File: src/rtl/kf_weight_update_arbiter.sv
// kf_weight_update_arbiter
// Shares the single synaptic weight URAM port between the dream engine
// (fire-and-forget pulses, buffered in a small FIFO) and the online
// plasticity/host path (valid/ready). Every granted request is one
// read-modify-write: read the weight, add the signed delta with saturation,
// and write the result back. Only one RMW is in flight at a time.
//
// Optional feature macro: KF_WUA_SAT_CNT_EN
//   defined   -> sat_count counts clamped writes (saturating at 0xFFFF)
//   undefined -> sat_count is tied to zero and the clamp counter is not built
//
// Online handshake: a request transfers on a rising edge where onl_valid and
// onl_ready are both high. onl_ready is combinational and only rises in the
// IDLE cycle that grants the online port. The requester holds onl_addr and
// onl_delta stable while onl_valid is high and onl_ready is low.
module kf_weight_update_arbiter #(
  parameter int ADDR_BITS  = 16,
  parameter int W_BITS     = 8,
  parameter int RD_LAT     = 2,
  parameter int FIFO_DEPTH = 4
) (
  input  logic                 clk,
  input  logic                 rst_n,
  input  logic                 dream_we,
  input  logic [ADDR_BITS-1:0] dream_addr,
  input  logic [W_BITS-1:0]    dream_delta,
  input  logic                 onl_valid,
  output logic                 onl_ready,
  input  logic [ADDR_BITS-1:0] onl_addr,
  input  logic [W_BITS-1:0]    onl_delta,
  input  logic                 freeze,
  input  logic                 stat_clr,
  output logic                 ram_rd_en,
  output logic [ADDR_BITS-1:0] ram_addr,
  input  logic [W_BITS-1:0]    ram_rd_data,
  output logic                 ram_we,
  output logic [W_BITS-1:0]    ram_wr_data,
  output logic                 busy,
  output logic                 dream_ovf,
  output logic [31:0]          upd_count,
  output logic [15:0]          sat_count,
  output logic [1:0]           dbg_state
);

  localparam int PW = $clog2(FIFO_DEPTH);
  localparam int CW = (RD_LAT > 1) ? $clog2(RD_LAT) : 1;

  typedef enum logic [1:0] {S_IDLE, S_RD, S_WAIT, S_WR} state_t;

  state_t                state;
  logic [W_BITS-1:0]     lat_delta;
  logic [CW-1:0]         wait_cnt;
  logic                  last_port;   // 1: online port was granted last

  logic [ADDR_BITS-1:0]  fifo_addr  [FIFO_DEPTH];
  logic [W_BITS-1:0]     fifo_delta [FIFO_DEPTH];
  logic [PW-1:0]         wr_ptr, rd_ptr;
  logic [PW:0]           fifo_cnt;
  logic                  fifo_empty, fifo_full;
  logic                  push, grant_d, grant_o;

  logic [W_BITS:0]       sum;
  logic                  sum_clamped;
  logic [W_BITS-1:0]     sat_val;

  assign fifo_empty = (fifo_cnt == '0);
  assign fifo_full  = (fifo_cnt == (PW+1)'(FIFO_DEPTH));
  // A push into a full FIFO is still taken when the same cycle pops.
  assign push       = dream_we && (!fifo_full || grant_d);
  assign onl_ready  = grant_o;
  assign busy       = (state != S_IDLE) || !fifo_empty;
  assign dbg_state  = state;

  // Round-robin arbitration, evaluated only in IDLE while not frozen.
  always_comb begin
    grant_d = 1'b0;
    grant_o = 1'b0;
    if (state == S_IDLE && !freeze) begin
      if (!fifo_empty && onl_valid) begin
        if (last_port) grant_d = 1'b1;
        else           grant_o = 1'b1;
      end else if (!fifo_empty) begin
        grant_d = 1'b1;
      end else if (onl_valid) begin
        grant_o = 1'b1;
      end
    end
  end

  // Old weight plus delta at W_BITS+1 bits, clamped to the signed weight range.
  always_comb begin
    sum         = {ram_rd_data[W_BITS-1], ram_rd_data} + {lat_delta[W_BITS-1], lat_delta};
    sum_clamped = (sum[W_BITS] != sum[W_BITS-1]);
    if (sum_clamped)
      sat_val = sum[W_BITS] ? {1'b1, {(W_BITS-1){1'b0}}} : {1'b0, {(W_BITS-1){1'b1}}};
    else
      sat_val = sum[W_BITS-1:0];
  end

  // Dream FIFO payload storage; no reset needed, occupancy is tracked separately.
  always_ff @(posedge clk) begin
    if (push) begin
      fifo_addr[wr_ptr]  <= dream_addr;
      fifo_delta[wr_ptr] <= dream_delta;
    end
  end

  // Dream FIFO pointers and occupancy; reset empties the FIFO.
  always_ff @(posedge clk or negedge rst_n) begin
    if (!rst_n) begin
      wr_ptr   <= '0;
      rd_ptr   <= '0;
      fifo_cnt <= '0;
    end else begin
      if (push)    wr_ptr <= wr_ptr + PW'(1);
      if (grant_d) rd_ptr <= rd_ptr + PW'(1);
      fifo_cnt <= fifo_cnt + (PW+1)'(push) - (PW+1)'(grant_d);
    end
  end

  // RMW sequencer: IDLE -> RD -> WAIT (RD_LAT cycles) -> WR -> IDLE.
  always_ff @(posedge clk or negedge rst_n) begin
    if (!rst_n) begin
      state       <= S_IDLE;
      lat_delta   <= '0;
      wait_cnt    <= '0;
      last_port   <= 1'b1;
      ram_rd_en   <= 1'b0;
      ram_we      <= 1'b0;
      ram_addr    <= '0;
      ram_wr_data <= '0;
    end else begin
      ram_rd_en <= 1'b0;
      ram_we    <= 1'b0;
      case (state)
        S_IDLE: begin
          if (grant_d) begin
            ram_addr  <= fifo_addr[rd_ptr];
            lat_delta <= fifo_delta[rd_ptr];
            last_port <= 1'b0;
            ram_rd_en <= 1'b1;
            state     <= S_RD;
          end else if (grant_o) begin
            ram_addr  <= onl_addr;
            lat_delta <= onl_delta;
            last_port <= 1'b1;
            ram_rd_en <= 1'b1;
            state     <= S_RD;
          end
        end
        S_RD: begin
          wait_cnt <= CW'(RD_LAT - 1);
          state    <= S_WAIT;
        end
        S_WAIT: begin
          if (wait_cnt == '0) begin
            ram_wr_data <= sat_val;
            ram_we      <= 1'b1;
            state       <= S_WR;
          end else begin
            wait_cnt <= wait_cnt - CW'(1);
          end
        end
        default: begin
          state <= S_IDLE;
        end
      endcase
    end
  end

  // Completed-write counter and dropped-pulse flag; clear wins over update.
  always_ff @(posedge clk or negedge rst_n) begin
    if (!rst_n) begin
      upd_count <= '0;
      dream_ovf <= 1'b0;
    end else if (stat_clr) begin
      upd_count <= '0;
      dream_ovf <= 1'b0;
    end else begin
      if (state == S_WR) upd_count <= upd_count + 32'd1;
      if (dream_we && fifo_full && !grant_d) dream_ovf <= 1'b1;
    end
  end

`ifdef KF_WUA_SAT_CNT_EN
  logic wr_clamped;

  // Remember whether the pending write was clamped, then count it in WR.
  always_ff @(posedge clk or negedge rst_n) begin
    if (!rst_n) begin
      wr_clamped <= 1'b0;
      sat_count  <= '0;
    end else begin
      if (state == S_WAIT && wait_cnt == '0) wr_clamped <= sum_clamped;
      if (stat_clr)
        sat_count <= '0;
      else if (state == S_WR && wr_clamped && sat_count != 16'hFFFF)
        sat_count <= sat_count + 16'd1;
    end
  end
`else
  assign sat_count = '0;
`endif

endmodule

File: config.mk
export PLATFORM = sky130hd
export DESIGN_NAME = kf_weight_update_arbiter
export DESIGN_NICKNAME = d
export VERILOG_FILES = /design/src/rtl/kf_weight_update_arbiter.sv
export SDC_FILE = /design/constraint.sdc
export NUM_CORES = 1
export LEC_CHECK = 0
export CELL_PAD_IN_SITES_DETAIL_PLACEMENT = 0
export CELL_PAD_IN_SITES_GLOBAL_PLACEMENT = 1
export CORE_ASPECT_RATIO = 1.1
export CORE_UTILIZATION = 39
export DETAILED_ROUTE_END_ITERATION = 7
export GPL_ROUTABILITY_DRIVEN = 1
export HOLD_SLACK_MARGIN = 0.1
export MAX_ROUTING_LAYER = met4
export PLACE_DENSITY_LB_ADDON = 0.1
export SLEW_MARGIN = 30
export SYNTH_ARGS = -nofsm -noshare
export SYNTH_HDL_FRONTEND = slang
export SYNTH_SLANG_ARGS = --single-unit
File: constraint.sdc
create_clock -name clk -period 2.8 [get_ports clk]
set_clock_uncertainty 0.05 [all_clocks]
set_input_delay 0.28 -clock clk [delete_from_list [all_inputs] [get_ports clk]]
set_output_delay 0.28 -clock clk [all_outputs]
set_load 0.005 [all_outputs]
==> results of run 1 <==
-- cell usage in the layout, fill, tap and decap left out, types with 9 or more instances in the layout --
cell,synthesis,final
buf_4,19,14
and3_1,9,9
nand2_1,30,30
conb_1,1,16
inv_1,21,21
o21ai_0,24,23
dfrtp_1,77,76
clkbuf_16,0,17
clkdlybuf4s50_1,0,123
nor2_1,58,58
ha_1,18,18
xor2_1,14,14
mux4_2,24,24
xnor2_1,15,15
edfxtp_1,96,96
mux2i_1,26,26
nand3_1,11,11
or3_1,9,9
a21oi_1,46,46
-- sequential cells by signal (all words and copies together) (netlist names) --
name	count
dbg_state	2
ram_addr	16
last_port	1
ram_we	1
ram_wr_data	8
fifo_delta	32
rd_ptr	2
ram_rd_en	1
dream_ovf	1
wait_cnt	1
upd_count	32
wr_ptr	2
fifo_addr	64
fifo_cnt	3
lat_delta	8
-- where the power goes --
group / total [W] / switching, W / internal [W]
combinational: 0.00293 / 0.00141 / 0.00152
sequential: 0.00370 / 0.000359 / 0.00335
clock: 0.00235 / 0.00107 / 0.00128
-- per-stage QoR --
| stage | cell area (um^2) | hold slack [ns] | setup slack (ns) | instances | util, % |
|---|---|---|---|---|---|
| 2_1_floorplan | 7800 | -0.0656 | 0.193 | 590 | - |
| 4_1_cts | 9950 | 0.312 | 0.114 | 974 | 51.6 |
| 3_5_place_dp | 9350 | 0.229 | 0.0319 | 941 | 48.4 |
| 6_report | 9950 | 0.306 | 0.260 | 974 | 51.6 |
| 5_1_grt | 9950 | 0.353 | 0.0340 | 974 | 51.6 |
| 3_3_place_gp | 9350 | 0.219 | 0.0666 | 941 | 48.4 |
-- area by class of cell --
cell class | count | area (um^2) | share of cell area, %
clock buffer | 17 | 425 | 4.27
inverter | 21 | 78.8 | 0.792
tap | 247 | 309 | 3.10
clock inverter | 15 | 170 | 1.71
timing repair buffer | 143 | 1450 | 14.5
multi-input combinational | 357 | 2690 | 27.0
sequential | 174 | 4840 | 48.6
-- per-layer routing --
layer / global-route usage [%] / routed length [um]
met3: 3.76 / 626
met1: 21.6 / 6920
met4: 5.50 / 222
met5: - / 0
met2: 27.4 / 7880
-- cell families after synthesis --
family	Yosys count	synth area share, %
AO/OA/AOI/OAI	91	6.69
XOR/XNOR	29	3.28
adder cells (fa/ha/maj)	20	3.42
buffers and inverters	59	3.88
flip-flops	174	62.4
multiplexers	51	10.5
other	1	0.0484
AND/OR/NAND/NOR	150	9.80
-- cell usage after synthesis, drive strengths merged (2+ instances only) --
cell type	number	area share, %
mux4	24	7.0
o211ai	2	0.19
or2	2	0.16
nor2b	5	0.40
clkbuf	13	0.65
ha	18	2.9
edfxtp	96	37
fa	2	0.52
or3	11	0.92
nand2	30	1.5
and4	3	0.36
a211oi	2	0.19
buf	25	2.2
nor3	4	0.40
dfrtp	77	25
xor2	14	1.6
and2	2	0.16
a21oi	46	3.0
nand2b	4	0.32
mux2i	26	3.4
a21boi	2	0.19
nor2	59	2.9
nand4	7	0.84
and3	9	0.73
o21ai	26	1.7
inv	21	1.0
xnor2	15	1.7
nor4	2	0.36
nand3	11	0.71
a22oi	4	0.39
-- what timing repair did --
action / 4_1_cts / 5_1_grt
buffers inserted: 0 / 0
resized for setup: 0 / 2
hold buffers: 1 / 0
setup endpoints to repair: 0 / 2
hold endpoints to repair: 32 / 0
-- worst min path at each step --
stage / slack (ns) / to
floorplan: -0.07 / dbg_state[0]
global placement: 0.22 / upd_count[18]
detailed placement: 0.23 / upd_count[15]
CTS: 0.31 / upd_count[14]
global route: 0.35 / upd_count[15]
finish: 0.31 / upd_count[14]
==> flow_summary.ini, run 1 <==
[outcome]
status = finished, final reports clean

[placed_design]
dp_hpwl_um = 10800
placement.io_buffers = 124
place.gp.congestion = 0.802

[global_routing]
grt_overflow_total = 0
grt_max_degree = 50
grt_pass1_wl_um = 25500
grt_pass1_vias = 4980
antenna_found_initial = 0
grtUsageTotal_pct = 17.1

[power]
power_density_mw_per_mm2 = 902
power_leakage_nw = 3.78
power_w = 0.00898
ir_worst_vdd_mv = 0.499

[final_layout]
fillers = 1630
drive_gt1_share_pct = 12.4
area_delta_synth_final_pct = 28.5
n_antenna_cell = 0
nets = 796

[yosys]
synth.distinct_cells = 57
syn_area_per_cell_um2 = 13.5
netlist_area_mm2 = 0.00775
seq_area_frac_synth_pct = 62.4
synth_edf_count = 96
yosys_warnings = 0
synthCells = 575
synth_flop_cell = edfxtp_1
synth_seq_cells = 174
async_reset_ff_share_pct = 44.8

[floorplan]
core_mm2 = 0.0193
die_w_um = 136
die_y_um = 150
start_util_pct = 40.2
fp.dieArea_mm2 = 0.0204
io_pins = 141
num_rows = 53

[clock_tree]
cts.sinks = 174
h-tree-depth = 4
clock-root-buffer = clkbuf_16
path_clk_slew_ns = 0.07
clock_path_buffers = 2
clk_latency_ns = 0.42
cts_buffers = 17
tritoncts = yes

[sta]
maxSlewViolCount = 0
fmax_ghz = 0.394
hold_viol_final = 0
setup_violations = 0
rsz0062_at_grt = no
fin_tns_setup_ns = 0
slew_headroom_pct = 60.9
fin_crit_sh_pct = 90.7
worst_pin_slew_ns = 0.587
fin_crit_ns = 2.54

[setup_path]
slowest_delay_ns = 0.41
path_depth = 12
crit_slowest_cell = dfrtp_1
worstPathCellList = inv_1 -> ha_1 -> and2b_2 -> o21ai_1 -> nand3_1 -> and2_1 -> inv_1 -> ha_1 -> inv_1 -> ha_1 -> fa_1 -> xnor2_1
worstReg2RegEnd = fifo_cnt[2]
startpoint = dbg_state[0]
r2r-start = dbg_state[0]
crit_fanout = 5
worstSetupPathType = reg -> reg
crit_path_end_kind = flop
regToRegSetupSlack_ns = 0.26
required_ns = 3.05
path_buf_inv = 3
worstPathArrival_ns = 2.79
critical-path-top-delay-family = adder cells
cp-start-kind = flop
cp-endpoint = fifo_cnt[2]
rr_worst_depth = 12

[job]
max_cap_viol_count = 0

[drt]
ant_nets = 0
drtIter0Drc = 216
wire_per_inst_um = 16.1
avgViaCountPerCell = 4.98
routed_wirelength_um = 15700
num_vias = 4854
drc = 0
drtPass1Iterations = 4

[worst_hold_path]
hold_class = in -> async
Power figures use the tool's default switching activity.
==> run 2, diff against run 1 <==
--- a/config.mk
+++ b/config.mk
@@ -5,6 +5,7 @@
 export SDC_FILE = /design/constraint.sdc
 export NUM_CORES = 1
 export LEC_CHECK = 0
+export CAP_MARGIN = 20
 export CELL_PAD_IN_SITES_DETAIL_PLACEMENT = 0
 export CELL_PAD_IN_SITES_GLOBAL_PLACEMENT = 1
 export CORE_ASPECT_RATIO = 1.1
==> results of run 2 <==
No change in the layout: final DEF, timing and power equal those of run 1.
